## src/rtl/uart_rx_engine.sv

```systemverilog
// uart_rx_engine: oversampled UART deframer feeding a status-tagged show-ahead RX FIFO.
// Optional character timeout is built when UART_RX_TIMEOUT_EN is defined.
module uart_rx_engine #(
  parameter int DATA_BITS  = 8,
  parameter int OVERSAMPLE = 16,
  parameter int FIFO_DEPTH = 16
) (
  input  logic                          baud_clk,
  input  logic                          rst,
  input  logic                          rx_en,
  input  logic                          data_in,
  input  logic [1:0]                    parity_mode,
  input  logic                          stop2,
  input  logic                          rd_en,
  input  logic                          clr_oe,
  output logic [DATA_BITS+2:0]          rd_data,
  output logic                          rx_empty,
  output logic                          rx_full,
  output logic [$clog2(FIFO_DEPTH):0]   rx_level,
  output logic                          OE,
  output logic                          rx_busy,
  output logic                          rx_timeout
);
  localparam int CW = $clog2(OVERSAMPLE);
  localparam int BW = $clog2(DATA_BITS + 1);
  localparam int AW = $clog2(FIFO_DEPTH);
  localparam int LW = AW + 1;
  localparam int WW = DATA_BITS + 3;

  typedef enum logic [2:0] {IDLE, START, DATA, PARITY, STOP} state_t;

  state_t               state_q, state_d;
  logic [CW-1:0]        cnt_q, cnt_d;
  logic [BW-1:0]        bit_q, bit_d;
  logic [DATA_BITS-1:0] sh_q, sh_d;
  logic                 pe_q, pe_d, fe_q, fe_d, z_q, z_d;
  logic                 sync1_q, sync2_q, prev_q;
  logic                 push, start_det, s, fall, mid, half, par_en;
  logic [WW-1:0]        wdata;

  assign s      = sync2_q;
  assign fall   = prev_q & ~sync2_q;
  assign mid    = cnt_q == CW'(OVERSAMPLE - 1);
  assign half   = cnt_q == CW'(OVERSAMPLE / 2 - 1);
  assign par_en = ^parity_mode;

  always_ff @(posedge baud_clk) begin
    if (rst) begin
      {sync1_q, sync2_q, prev_q} <= 3'b111;
      state_q <= IDLE;
      cnt_q   <= '0;
      bit_q   <= '0;
      sh_q    <= '0;
      pe_q    <= 1'b0;
      fe_q    <= 1'b0;
      z_q     <= 1'b0;
    end else begin
      sync1_q <= data_in;
      sync2_q <= sync1_q;
      prev_q  <= sync2_q;
      state_q <= state_d;
      cnt_q   <= cnt_d;
      bit_q   <= bit_d;
      sh_q    <= sh_d;
      pe_q    <= pe_d;
      fe_q    <= fe_d;
      z_q     <= z_d;
    end
  end

  // z tracks "every data/parity/stop sample so far was 0" for break detection
  always_comb begin
    state_d   = state_q;
    cnt_d     = mid ? '0 : cnt_q + 1'b1;
    bit_d     = bit_q;
    sh_d      = sh_q;
    pe_d      = pe_q;
    fe_d      = fe_q;
    z_d       = z_q;
    push      = 1'b0;
    start_det = 1'b0;
    case (state_q)
      IDLE: begin
        cnt_d     = '0;
        start_det = fall;
        state_d   = fall ? START : IDLE;
      end
      START: if (half) begin
        state_d = s ? IDLE : DATA;
        cnt_d   = '0;
        bit_d   = '0;
        pe_d    = 1'b0;
        fe_d    = 1'b0;
        z_d     = 1'b1;
      end
      DATA: if (mid) begin
        sh_d  = {s, sh_q[DATA_BITS-1:1]};
        z_d   = z_q & ~s;
        bit_d = bit_q + 1'b1;
        if (bit_q == BW'(DATA_BITS - 1)) begin
          state_d = par_en ? PARITY : STOP;
          bit_d   = '0;
        end
      end
      PARITY: if (mid) begin
        pe_d    = ((^sh_q) ^ s) != parity_mode[1];
        z_d     = z_q & ~s;
        state_d = STOP;
      end
      STOP: if (mid) begin
        fe_d = fe_q | ~s;
        z_d  = z_q & ~s;
        if (stop2 && bit_q == '0) bit_d = 1'b1;
        else begin
          push    = 1'b1;
          state_d = IDLE;
        end
      end
      default: state_d = IDLE;
    endcase
    if (!rx_en) begin
      state_d   = IDLE;
      push      = 1'b0;
      start_det = 1'b0;
    end
  end

  assign wdata   = {z_d, fe_d, pe_q, sh_q};
  assign rx_busy = state_q != IDLE;

  logic [WW-1:0] mem [FIFO_DEPTH];
  logic [AW-1:0] wp_q, rp_q, rp_d;
  logic [LW-1:0] level_q, level_d;
  logic [WW-1:0] rd_q, head_d;
  logic          do_pop, do_push, ovr, oe_q;

  assign rx_empty = level_q == '0;
  assign rx_full  = level_q == LW'(FIFO_DEPTH);
  assign rx_level = level_q;
  assign rd_data  = rd_q;
  assign OE       = oe_q;
  assign do_pop   = rd_en & ~rx_empty;
  assign do_push  = push & (~rx_full | do_pop);
  assign ovr      = push & rx_full & ~do_pop;
  assign rp_d     = do_pop ? rp_q + 1'b1 : rp_q;
  assign level_d  = (do_push & ~do_pop) ? level_q + 1'b1 : (do_pop & ~do_push) ? level_q - 1'b1 : level_q;
  // a push landing on the new read pointer becomes the head directly
  assign head_d   = (do_push && wp_q == rp_d) ? wdata : mem[rp_d];

  always_ff @(posedge baud_clk) if (do_push) mem[wp_q] <= wdata;

  always_ff @(posedge baud_clk) begin
    if (rst) begin
      wp_q    <= '0;
      rp_q    <= '0;
      level_q <= '0;
      rd_q    <= '0;
      oe_q    <= 1'b0;
    end else begin
      wp_q    <= do_push ? wp_q + 1'b1 : wp_q;
      rp_q    <= rp_d;
      level_q <= level_d;
      oe_q    <= ovr | (oe_q & ~clr_oe);
      if (do_pop || (do_push && rx_empty)) rd_q <= head_d;
    end
  end

`ifdef UART_RX_TIMEOUT_EN
  localparam int LIM = 4 * (DATA_BITS + 4) * OVERSAMPLE;
  localparam int TW  = $clog2(LIM + 1);
  logic [TW-1:0] to_q;
  always_ff @(posedge baud_clk) begin
    if (rst || do_push || rd_en || start_det) to_q <= '0;
    else if (!rx_empty && to_q != TW'(LIM)) to_q <= to_q + 1'b1;
  end
  assign rx_timeout = !rx_empty && to_q == TW'(LIM);
`else
  assign rx_timeout = 1'b0;
`endif
endmodule

```

## config.mk

```make
export PLATFORM = sky130hd
export DESIGN_NAME = uart_rx_engine
export DESIGN_NICKNAME = d
export VERILOG_FILES = /design/src/rtl/uart_rx_engine.sv
export SDC_FILE = /design/constraint.sdc
export NUM_CORES = 1
export LEC_CHECK = 0
export ABC_CLOCK_PERIOD_IN_PS = 4500
export CAP_MARGIN = 20
export CORE_MARGIN = 2
export CORE_UTILIZATION = 45
export DETAILED_ROUTE_END_ITERATION = 10
export PLACE_DENSITY_LB_ADDON = 0.12
export SLEW_MARGIN = 5
export SYNTH_ARGS = -nofsm -noshare
export SYNTH_HDL_FRONTEND = slang
export SYNTH_SLANG_ARGS = --single-unit
```

## constraint.sdc

```tcl
create_clock -name baud_clk -period 4.5 [get_ports baud_clk]
set_input_delay 0.9 -clock baud_clk [delete_from_list [all_inputs] [get_ports baud_clk]]
set_output_delay 0.9 -clock baud_clk [all_outputs]
set_load 0.01 [all_outputs]
```

Word level (Yosys, flattened, before mapping) --
Memories as Yosys holds them, arrays and structs flattened. A register that Yosys moved wholly into a read port is not among the register bits. Cells that the tools add are included.
Cells by class: add/sub/neg operators 6, $mul 0, div/mod/pow operators 0, $lt $le $gt $ge 0, equal/unequal tests 16, shift-type cells 0, mux-type cells 37, bitwise gates (word level) 20, reduce and logical (&&, ||, !) cells 18
Operator list (count):
- 4-bit two-way mux | 8
- 3-bit two-way mux | 7
- 4-bit by 1-bit adder with 4-bit output, second input constant | 4
- 3-bit one-hot mux with 5 select lines | 1
- 2-bit != test, second input constant | 7
- 1-bit two-way mux | 13
- 4-bit one-hot mux with 3 select lines | 1
- 5-bit two-way mux | 2
- 1-bit AND | 9
- 4-bit by 3-bit == test with 1-bit output, second input constant | 2
- 4-bit one-hot mux with 2 select lines | 1
- 8-bit parity | 1
- 1-bit inverter | 7
- 3-bit by 2-bit == test with 1-bit output, second input constant | 2
- 1-bit one-hot mux with 2 select lines | 3
- 6-bit AND reduction | 1
- 3-bit nonzero test | 2
- 5-bit by 1-bit adder with 5-bit output, second input constant | 1
- 5-bit == test, second input constant | 1
- 5-bit zero test | 1
- 5-bit AND reduction | 1
- 5-bit by 1-bit subtractor with 5-bit output, second input constant | 1
- 4-bit == test, second input constant | 1
- 4-bit zero test | 1
- 15 further kinds | 19
Word-level totals: bits in registers 39, latch bits 0, bits in writable memories 176, bits in read-only memories 0, bits of input ports 9, output and inout port bits 21, word-level logic and storage cells 112, memories kept 1
Memories:
- mem | depth 16, width 11, rd ports 1, clocked after memory_dff 1, write ports 1, line 131 | logic [WW-1:0] mem [FIFO_DEPTH];

Longest topological paths before layout --
Gate-level depths: netlist (run 1).
depth in word-level cells 11, gate-level depth with buffers 16, depth with buffers taken out 14

Worst setup path after synthesis (run 1) --
No wires, ideal clock.
kind in2reg, start point input port stop2, end point register level_q[4], in the netlist rx_level[4], setup time 0.070 ns, arrival time 3.294 ns, required time 4.430 ns, setup slack 1.135 ns, cell stages on the path 12, path through nor4bb_1 -> nor4b_4 -> nor2b_1 -> buf_4 -> ha_1 -> inv_1 -> ha_1 -> a21o_1 -> a21oi_1 -> xnor2_1 -> or3_1 -> a21oi_1
Between the ends: longest elaborated chain between the ends 9
RTL lines:
- from (decl) | line 13 | input logic stop2,
- 1-bit logical AND * | line 113 | if (stop2 && bit_q == '0) bit_d = 1'b1;
- 1-bit two-way mux * | line 113
- 1-bit two-way mux * | line 110 | STOP: if (mid) begin
- 1-bit two-way mux * | line 82 | case (state_q)
- 1-bit two-way mux * | line 121 | if (!rx_en) begin
- 1-bit AND * | line 143 | assign do_push = push & (~rx_full | do_pop);
- via do_push | line 135 | logic do_pop, do_push, ovr, oe_q;
- 1-bit inverter | line 146 | assign level_d = (do_push & ~do_pop) ? level_q + 1'b1 : (do_pop & ~do_push) ? level_q - 1'b1 : level_q;
- 1-bit AND | line 146
- 2-bit nonzero test (no line)
- to (signal assigned) | line 162 | level_q <= level_d;
- to (decl) | line 133 | logic [LW-1:0] level_q, level_d;
Mark *: on every way through the listed nets, which the timed path passes. The rest lies on a longest branch. A chain may end at the register's enable or synchronous reset.

Worst setup path in the final report (run 1) --
start point register level_q[1], in the netlist rx_level[1], end point output port rx_empty
Between the ends: longest elaborated chain between the ends 1
RTL lines:
- 5-bit zero test | line 137 | assign rx_empty = level_q == '0;
- to (decl) | line 17 | output logic rx_empty,
Every way passes these cells.

==> metrics.yaml, run 1 <==
place:
  post-place-cells: 1208
  place_congestion: 0.887
  port_buffers: 28
  hpwl_mm: 17.7
global_route:
  antenna_found_initial: 0
  met2_usage_pct: 36.3
  grt_pass1_wl_mm: 42.9
  track_usage_pct: 21.3
  grt_use_met1_pct: 28.6
  grt_max_degree: 82
  grt.overflow.total: 0
  grt_use_met3_pct: 2.90
  grt_pass1_vias: 7547
  grt_busiest_layer: "met2"
clock_network:
  postCtsSetupBuffers: 0
  cts_hold_buf: 0
  clock-sinks: 226
  cts_max_level: 1
  cts.path.max_buffers: 3
  cts_tree: "built"
  root_buffer: "clkbuf_16"
  clock_latency_ns: 0.51
  cts_resized: 0
  clk_pin_slew_worst_paths_ns: 0.06
  cts_inserted_buffers: 24
synth:
  synth.yosys.seq_area_share_pct: 56.5
  synth_warnings: 0
  synth.top_cell.area_share_pct: 47.5
  yosys.area.top_type: "edfxtp_1"
  synth.avg_cell_area_sq_um: 12.6
  async_flop_share_pct: 0
  synth_fp_nets: 906
  postSynthCellCount: 884
  synth_cell_types: 70
  ys_ff_latch: 226
  synth_ff_type: "edfxtp_1"
  netlist_area_sq_um: 11100
  yosys-top-cells-area: "edfxtp_1 48%, dfxtp_1 9.0%, mux2i_1 7.6%"
  synth-edff-count: 176
sta:
  maxSlewViolCount: 0
  clock_skew_ns: 0.0110
  rsz0062_at_grt: "false"
  min_period_over_period_pct: 75.8
  finalHoldViolCount: 0
  worstMarginPinSlew_ns: 0.954
  setup_viol: 0
  slew_headroom_pct: 36.4
  fin_crit_ns: 3.41
  clock.fmax_mhz: 293
  tns_ns: 0
setup_path:
  critPathLaunchType: "flop"
  crit_arrival_ns: 2.51
  worstPathMaxFanout: 7
  crit_type: "reg -> out"
  worst_setup_path_end_kind: "output port"
  reg2reg_slack_ns: 1.31
  crit_required_ns: 3.60
die:
  dieArea_sq_um: 26000
  core_sq_um: 24300
  dieHeight_um: 161
  rows: 57
  ios: 30
  start_util_pct: 45.7
  dieWidth_um: 161
routing:
  dr.first_iter.drc_count: 491
  vias: 7522
  final_antenna_net_count: 0
  drt-total-wl_mm: 27.6
  drc: 0
  avgRoutedWirePerCell_um: 22.0
  drt-pass1-iter-count: 5
  viasPerCell: 6.01
pwr:
  swShare_pct: 32.9
  p_int_mw: 4.45
  switchingPower_mw: 2.18
  comb_power_share_pct: 33.9
  ir_drop_v: 0.000260
  clkPwrFrac_pct: 30.2
  p_leak_nw: 4.15
  p_seq_share_pct: 36.0
  p_per_area_nw_per_um2: 525
final_layout:
  final_nets: 932
  seq_area_sq_um: 6290
  drive_gt1_share_pct: 15.4
  area_delta_synth_final_pct: 13.5
  multiInputGateArea_sq_um: 4510
  nFillCells: 2023
  fin_cells: 1251
  diodes: 0
min_path:
  min_path_type: "reg -> reg"
outcome:
  status: "finished, final reports clean"
run:
  max-cap-violations: 0
==> power groups by stage <==
stage / logic, mW / registers, mW / clock network (mW)
after global routing: 2.44 / 2.39 / 2.13
final: 2.25 / 2.39 / 2.00
after CTS: 2.26 / 2.39 / 2.04
after floorplan: 1.63 / 2.40 / 0
after global placement: 2.22 / 2.43 / 0
after detailed placement: 2.25 / 2.43 / 0
==> cell usage in the layout, fill, tap and decap left out, types with 9 or more instances in the layout <==
master / instances
a2111oi_0: 9
a211oi_1: 38
a21oi_1: 28
a221o_1: 11
buf_4: 36
clkbuf_16: 27
clkdlybuf4s50_1: 28
dfxtp_1: 48
edfxtp_1: 176
ha_1: 11
inv_1: 9
mux2_2: 12
mux2i_1: 85
mux4_2: 17
nand2_1: 40
nand2b_1: 9
nor2_1: 83
nor2b_1: 34
nor3_1: 9
o211ai_1: 10
o21ai_0: 29
o221ai_1: 10
o22ai_1: 13
or4_1: 10
xnor2_1: 18
==> metal layers <==
metal | up-vias | part of all wire, %
met3 | 46 | 5.1
met5 | - | 0
met4 | 0 | 2.3
met1 | 3776 | 44
met2 | 234 | 49
li1 | 3466 | -
==> final timing paths <==
path                endpoint  depth (start not counted)        start
setup / recovery    rx_empty                          3  rx_level[1]
hold / removal             s                          1      sync1_q
setup reg to reg  rd_data[5]                          8      rp_q[1]
hold reg to reg            s                          1      sync1_q
==> synth_stat cells, types with 10 or more instances <==
cell type,n
o22ai_1,13
edfxtp_1,176
nor3_1,13
clkbuf_1,27
o221ai_1,10
a221o_1,11
nand2_1,40
ha_1,12
xnor2_1,18
buf_2,21
nor2_1,83
mux4_2,17
or4_1,10
a211oi_1,38
mux2i_1,85
nor2b_1,34
o21ai_0,29
o211ai_1,10
mux2_2,12
dfxtp_1,50
a21oi_1,28
==> state kept, by name, indices dropped and copies added, names as in the netlist, 3 cells and up <==
| register | cells |
|---|---|
| mem | 176 |
| rd_data | 11 |
| sh_q | 8 |
| rx_level | 5 |
| bit_q | 4 |
| cnt_q | 4 |
| rp_q | 4 |
| wp_q | 4 |
| state_q | 3 |
==> logic make-up after synthesis <==
| kind of cell | after synthesis | synth area share [%] |
|---|---|---|
| buffers and inverters | 76 | 3.27 |
| adders and majority gates | 13 | 1.53 |
| AOI/OAI and AO/OA | 190 | 12.5 |
| DFF | 226 | 56.5 |
| and+or+nand+nor | 237 | 11.5 |
| other | 1 | 0.0337 |
| xor gates and xnor gates | 26 | 2.18 |
| muxes | 115 | 12.4 |
==> metrics by stage <==
step           area, sq um  utilization [%]  total power [mW]  hold WS (ns)  setup WS, ns
6_report             12600             51.9              6.63         0.409          1.09
3_5_place_dp         11800             48.6              4.68         0.398         0.604
4_1_cts              12600             51.9              6.68         0.413          1.08
2_1_floorplan        11100                -              4.04         0.389          1.14
3_3_place_gp         11800             48.6              4.65         0.391         0.632
5_1_grt              12600             51.9              6.96         0.437         0.962
==> layout make-up <==
| cell class | count | share of cell area, % |
|---|---|---|
| clock buffer | 32 | 5.58 |
| multi-input combinational | 582 | 35.7 |
| sequential | 226 | 49.8 |
| clock inverter | 11 | 0.822 |
| timing repair buffer | 65 | 4.52 |
| inverter | 11 | 0.327 |
| tap | 324 | 3.21 |
==> critical path, cell delays in order (launching register included) <==
cell             delay [ns]
dfxtp_1                0.39
or4_1                  0.75
nor2_4                 0.27
clkdlybuf4s50_1        0.59
(Power assumes the default switching activity.)
==> inputs of run 2 (changes only) <==
ABC_CLOCK_PERIOD_IN_PS = 3000   (was 4500)
clock period = 3 ns   (was 4.5 ns; I/O delays follow)
==> metrics.yaml, run 2 (same netlist as run 1, synthesis figures left out) <==
outcome:
  status: "finished, final reports clean"
final_layout:
  final_common_cell: "edfxtp_1"
  largest_register: "mem"
  area_delta_synth_final_pct: 19.7
  largest_reg_flops: 176
  final_nets: 1003
  layout_common_cells: "176 x edfxtp_1, 90 x buf_4, 85 x mux2i_1"
  fin_area_sq_um: 13300
  drive_gt1_share_pct: 21.6
setup_path:
  crit_required_ns: 3.46
  critPathLaunchType: "flop"
  worst_setup_path_end_kind: "flop"
  crit_arrival_ns: 3.24
  crit_type: "reg -> reg"
  crit_path_cell_trace: "or3b_4 > nor4b_4 > nor2b_4 > ha_2 > inv_1 > fa_2 > a21o_1 > a21oi_2 > xnor2_1 > or3_1 > a21oi_1"
  path_buf_inv: 1
  slowest_stage: "or3b_4"
  slowest_delay_ns: 0.43
  cp_top_family: "simple AND/OR/NAND/NOR gates"
  worstPathMaxFanout: 4
sta:
  whs_ns: 0.408
  tns_ns: 0
  clock.fmax_mhz: 360
  min_period_over_period_pct: 92.6
  clock_skew_ns: 0.0153
  fin_crit_ns: 2.78
  setup_viol: 0
  worstMarginPinSlew_ns: 0.819
  rsz0062_at_grt: "false"
  slew_headroom_pct: 45.4
  maxSlewViolCount: 0
  finalHoldViolCount: 0
routing:
  dr.first_iter.drc_count: 675
  final_antenna_net_count: 0
  avgRoutedWirePerCell_um: 21.7
  drt-pass1-iter-count: 5
  drc: 0
  drt-total-wl_mm: 28.6
  vias: 7821
  viasPerCell: 5.91
die:
  ios: 30
  core_sq_um: 24300
  dieArea_sq_um: 26000
  dieHeight_um: 161
  rows: 57
  start_util_pct: 45.7
  dieWidth_um: 161
pwr:
  p_leak_nw: 4.54
  total_power_mw: 10.3
  p_per_area_nw_per_um2: 770
  ir_drop_v: 0.000922
global_route:
  grt_pass1_vias: 7782
  track_usage_pct: 22.3
  grt_max_degree: 82
  antenna_found_initial: 0
  grt.overflow.total: 0
  grt_pass1_wl_mm: 45.1
place:
  hpwl_mm: 19.1
  place_congestion: 0.828
  port_buffers: 28
  placed_cell_area_sq_um: 12500
run:
  max-cap-violations: 0
clock_network:
  clock_latency_ns: 0.53
  root_buffer: "clkbuf_16"
  cts_inserted_buffers: 25
  cts.path.max_buffers: 3
  cts_max_level: 1
  clk_pin_slew_worst_paths_ns: 0.06
  cts_tree: "built"
  clock-sinks: 226
min_path:
  min_path_type: "reg -> reg"
==> run 2: final timing paths <==
| path | start | endpoint | slack (ns) | depth (start not counted) |
|---|---|---|---|---|
| max reg2reg | state_q[2] | rx_level[4] | 0.22 | 11 |
| min reg2reg | sync1_q | s | 0.41 | 1 |
| max | state_q[2] | rx_level[4] | 0.22 | 11 |
| min | sync1_q | s | 0.41 | 1 |
==> run 2: timing repair <==
action                     CTS  global route
setup buffers                0             1
hold buffers                 0             0
pin swaps                    0             3
gates resized for setup      1             9
setup endpoints to repair    1             2
==> run 2: metrics by stage <==
stage,setup WS [ns],util [%],cells
floorplan,0.00129,-,884
global placement,-0.285,51.6,1277
detailed placement,-0.378,51.6,1277
CTS,0.0130,54.6,1321
global route,0.00935,54.8,1322
finish,0.221,54.8,1323
==> run 2: power breakdown <==
| part | internal (mW) | leakage [nW] | switching [mW] |
|---|---|---|---|
| Combinational | 1.79 | 2.06 | 2.10 |
| Clock | 1.61 | 0.358 | 1.22 |
| Sequential | 3.43 | 2.12 | 0.107 |
| Total | 6.83 | 4.54 | 3.42 |
==> run 2: layout make-up <==
type                       count  area, sq um
sequential                   226         6290
inverter                      11         41.3
tap                          324          405
fill                        2031        11000
timing repair buffer         135         1300
multi-input combinational    582         4540
clock inverter                12         83.8
clock buffer                  32          652
antenna                        1         2.50
==> run 2: layer usage <==
layer / share of wire, % / global-route usage, % / vias to the layer above
met4: 2.6 / 6.41 / 0
met3: 4.7 / 3.42 / 57
met1: 46 / 31.4 / 3922
met5: 0 / 0 / -
met2: 47 / 36.1 / 218
li1: - / - / 3624
==> inputs of run 3 (changes only) <==
CTS_CLUSTER_SIZE = 20   (was unset)
==> metrics.yaml, run 3 (same netlist as run 1, synthesis figures left out) <==
global_route:
  grt_pass1_wl_mm: 45.1
  antenna_found_initial: 0
  grt.overflow.total: 0
  grt_pass1_vias: 7790
  track_usage_pct: 22.3
  grt_max_degree: 82
min_path:
  min_to: "s"
  whs_path_depth: 1
  min_path_type: "reg -> reg"
  min-delay-start: "sync1_q"
sta:
  maxSlewViolCount: 0
  clock.fmax_mhz: 361
  fin_crit_ns: 2.77
  setup_ws_ns: 0.228
  clock_skew_ns: 0.0163
  rsz0062_at_grt: "false"
  whs_ns: 0.407
  min_period_over_period_pct: 92.4
  setup_viol: 0
  slew_headroom_pct: 45.5
  finalHoldViolCount: 0
  worstMarginPinSlew_ns: 0.817
  tns_ns: 0
setup_path:
  crit_arrival_ns: 3.22
  worst_setup_path_end_kind: "flop"
  reg2reg_to: "rx_level[4]"
  critPathLaunchType: "flop"
  crit_required_ns: 3.45
  reg2reg_slack_ns: 0.23
  crit_type: "reg -> reg"
  r2r_start: "state_q[2]"
  worstPathMaxFanout: 4
  rr_worst_depth: 11
clock_network:
  clock_latency_ns: 0.52
  clk_pin_slew_worst_paths_ns: 0.06
  cts_inserted_buffers: 25
  root_buffer: "clkbuf_16"
  cts.path.max_buffers: 3
  cts_max_level: 1
  cts_tree: "built"
  clock-sinks: 226
place:
  hpwl_mm: 19.1
  place_ws_ns: -0.378
  place_congestion: 0.828
  port_buffers: 28
die:
  dieWidth_um: 161
  start_util_pct: 45.7
  dieArea_sq_um: 26000
  core_sq_um: 24300
  rows: 57
  ios: 30
  dieHeight_um: 161
routing:
  viasPerCell: 5.91
  dr.first_iter.drc_count: 840
  avgRoutedWirePerCell_um: 21.7
  final_antenna_net_count: 0
  drc: 0
  vias: 7802
  drt-total-wl_mm: 28.6
  drt-pass1-iter-count: 5
final_layout:
  final_nets: 1003
  diodes: 0
  drive_gt1_share_pct: 21.5
  final_common_cell: "edfxtp_1"
  layout_common_cells: "176 x edfxtp_1, 90 x buf_4, 85 x mux2i_1"
  area_delta_synth_final_pct: 19.5
  nFillCells: 2039
  largest_reg_flops: 176
  largest_register: "mem"
  fin_util_pct: 54.7
pwr:
  p_per_area_nw_per_um2: 764
  ir_drop_v: 0.00108
  p_leak_nw: 4.52
outcome:
  status: "finished, final reports clean"
run:
  max-cap-violations: 0
-- run 3: cell count changes in the layout (fill, tap and decap cells not counted) --
cell / delta
clkinv_2: -2
nor3_4: +1
bufinv_16: -1
or4_4: +1
inv_6: -1
nor3_2: -1
clkinv_1: +2
diode_2: -1
clkinvlp_4: +1
or4_1: -1
-- run 3: cell type report --
class | instances | area [sq um] | area share (%)
flip-flops and latches | 226 | 6290 | 47.4
multi-input cells | 582 | 4550 | 34.2
clock buffers | 32 | 652 | 4.90
well taps | 324 | 405 | 3.05
clock inverters | 11 | 50.0 | 0.377
repair buffers | 135 | 1300 | 9.76
inverters | 11 | 41.3 | 0.311
-- run 3: metrics by stage --
stage	power [mW]	instance area, sq um	cells
final	10.2	13300	1321
after global routing	10.6	13300	1321
after CTS	10.2	13200	1320
after detailed placement	7.46	12500	1277
after global placement	7.41	12500	1277
after floorplan	6.06	11100	884
-- run 3: repair_timing --
item / in CTS / in global routing
pin swaps: 0 / 3
hold buffers: 0 / 0
endpoints found under the setup margin: 1 / 2
gates cloned: 0 / 0
setup buffers: 0 / 1
endpoints found under the hold margin: 0 / 0
resized for setup: 1 / 11
-- run 3: critical path, cell delays in order, from the launching register on --
cell and delay (ns):
dfxtp_1 0.34, or3b_4 0.43, nor4b_4 0.29, nor2b_4 0.19, ha_2 0.19, inv_1 0.08
fa_2 0.36, a21o_1 0.18, a21oi_2 0.13, xnor2_1 0.08, or3_1 0.31, a21oi_1 0.12
-- run 3: power by group --
group          internal, mW  switching (mW)  leakage [nW]
Combinational          1.80            2.11          2.06
Sequential             3.43           0.109          2.12
Clock                  1.52            1.19         0.335
Total                  6.75            3.40          4.52
-- run 3: worst max-delay path by stage --
stage / startpoint / to
5_1_grt: bit_q[0] / rx_level[4]
3_5_place_dp: stop2 / rx_level[4]
6_report: state_q[2] / rx_level[4]
2_1_floorplan: rx_level[0] / rx_level[4]
3_3_place_gp: stop2 / rx_level[4]
4_1_cts: bit_q[1] / rx_level[4]
-- run 3: layer usage --
layer | track usage [%] | wire (um) | vias to the layer above
met3 | 3.39 | 1460 | 51
li1 | - | - | 3620
met5 | 0 | 0 | -
met1 | 31.2 | 13000 | 3913
met4 | 6.01 | 750 | 0
met2 | 36.5 | 13400 | 218
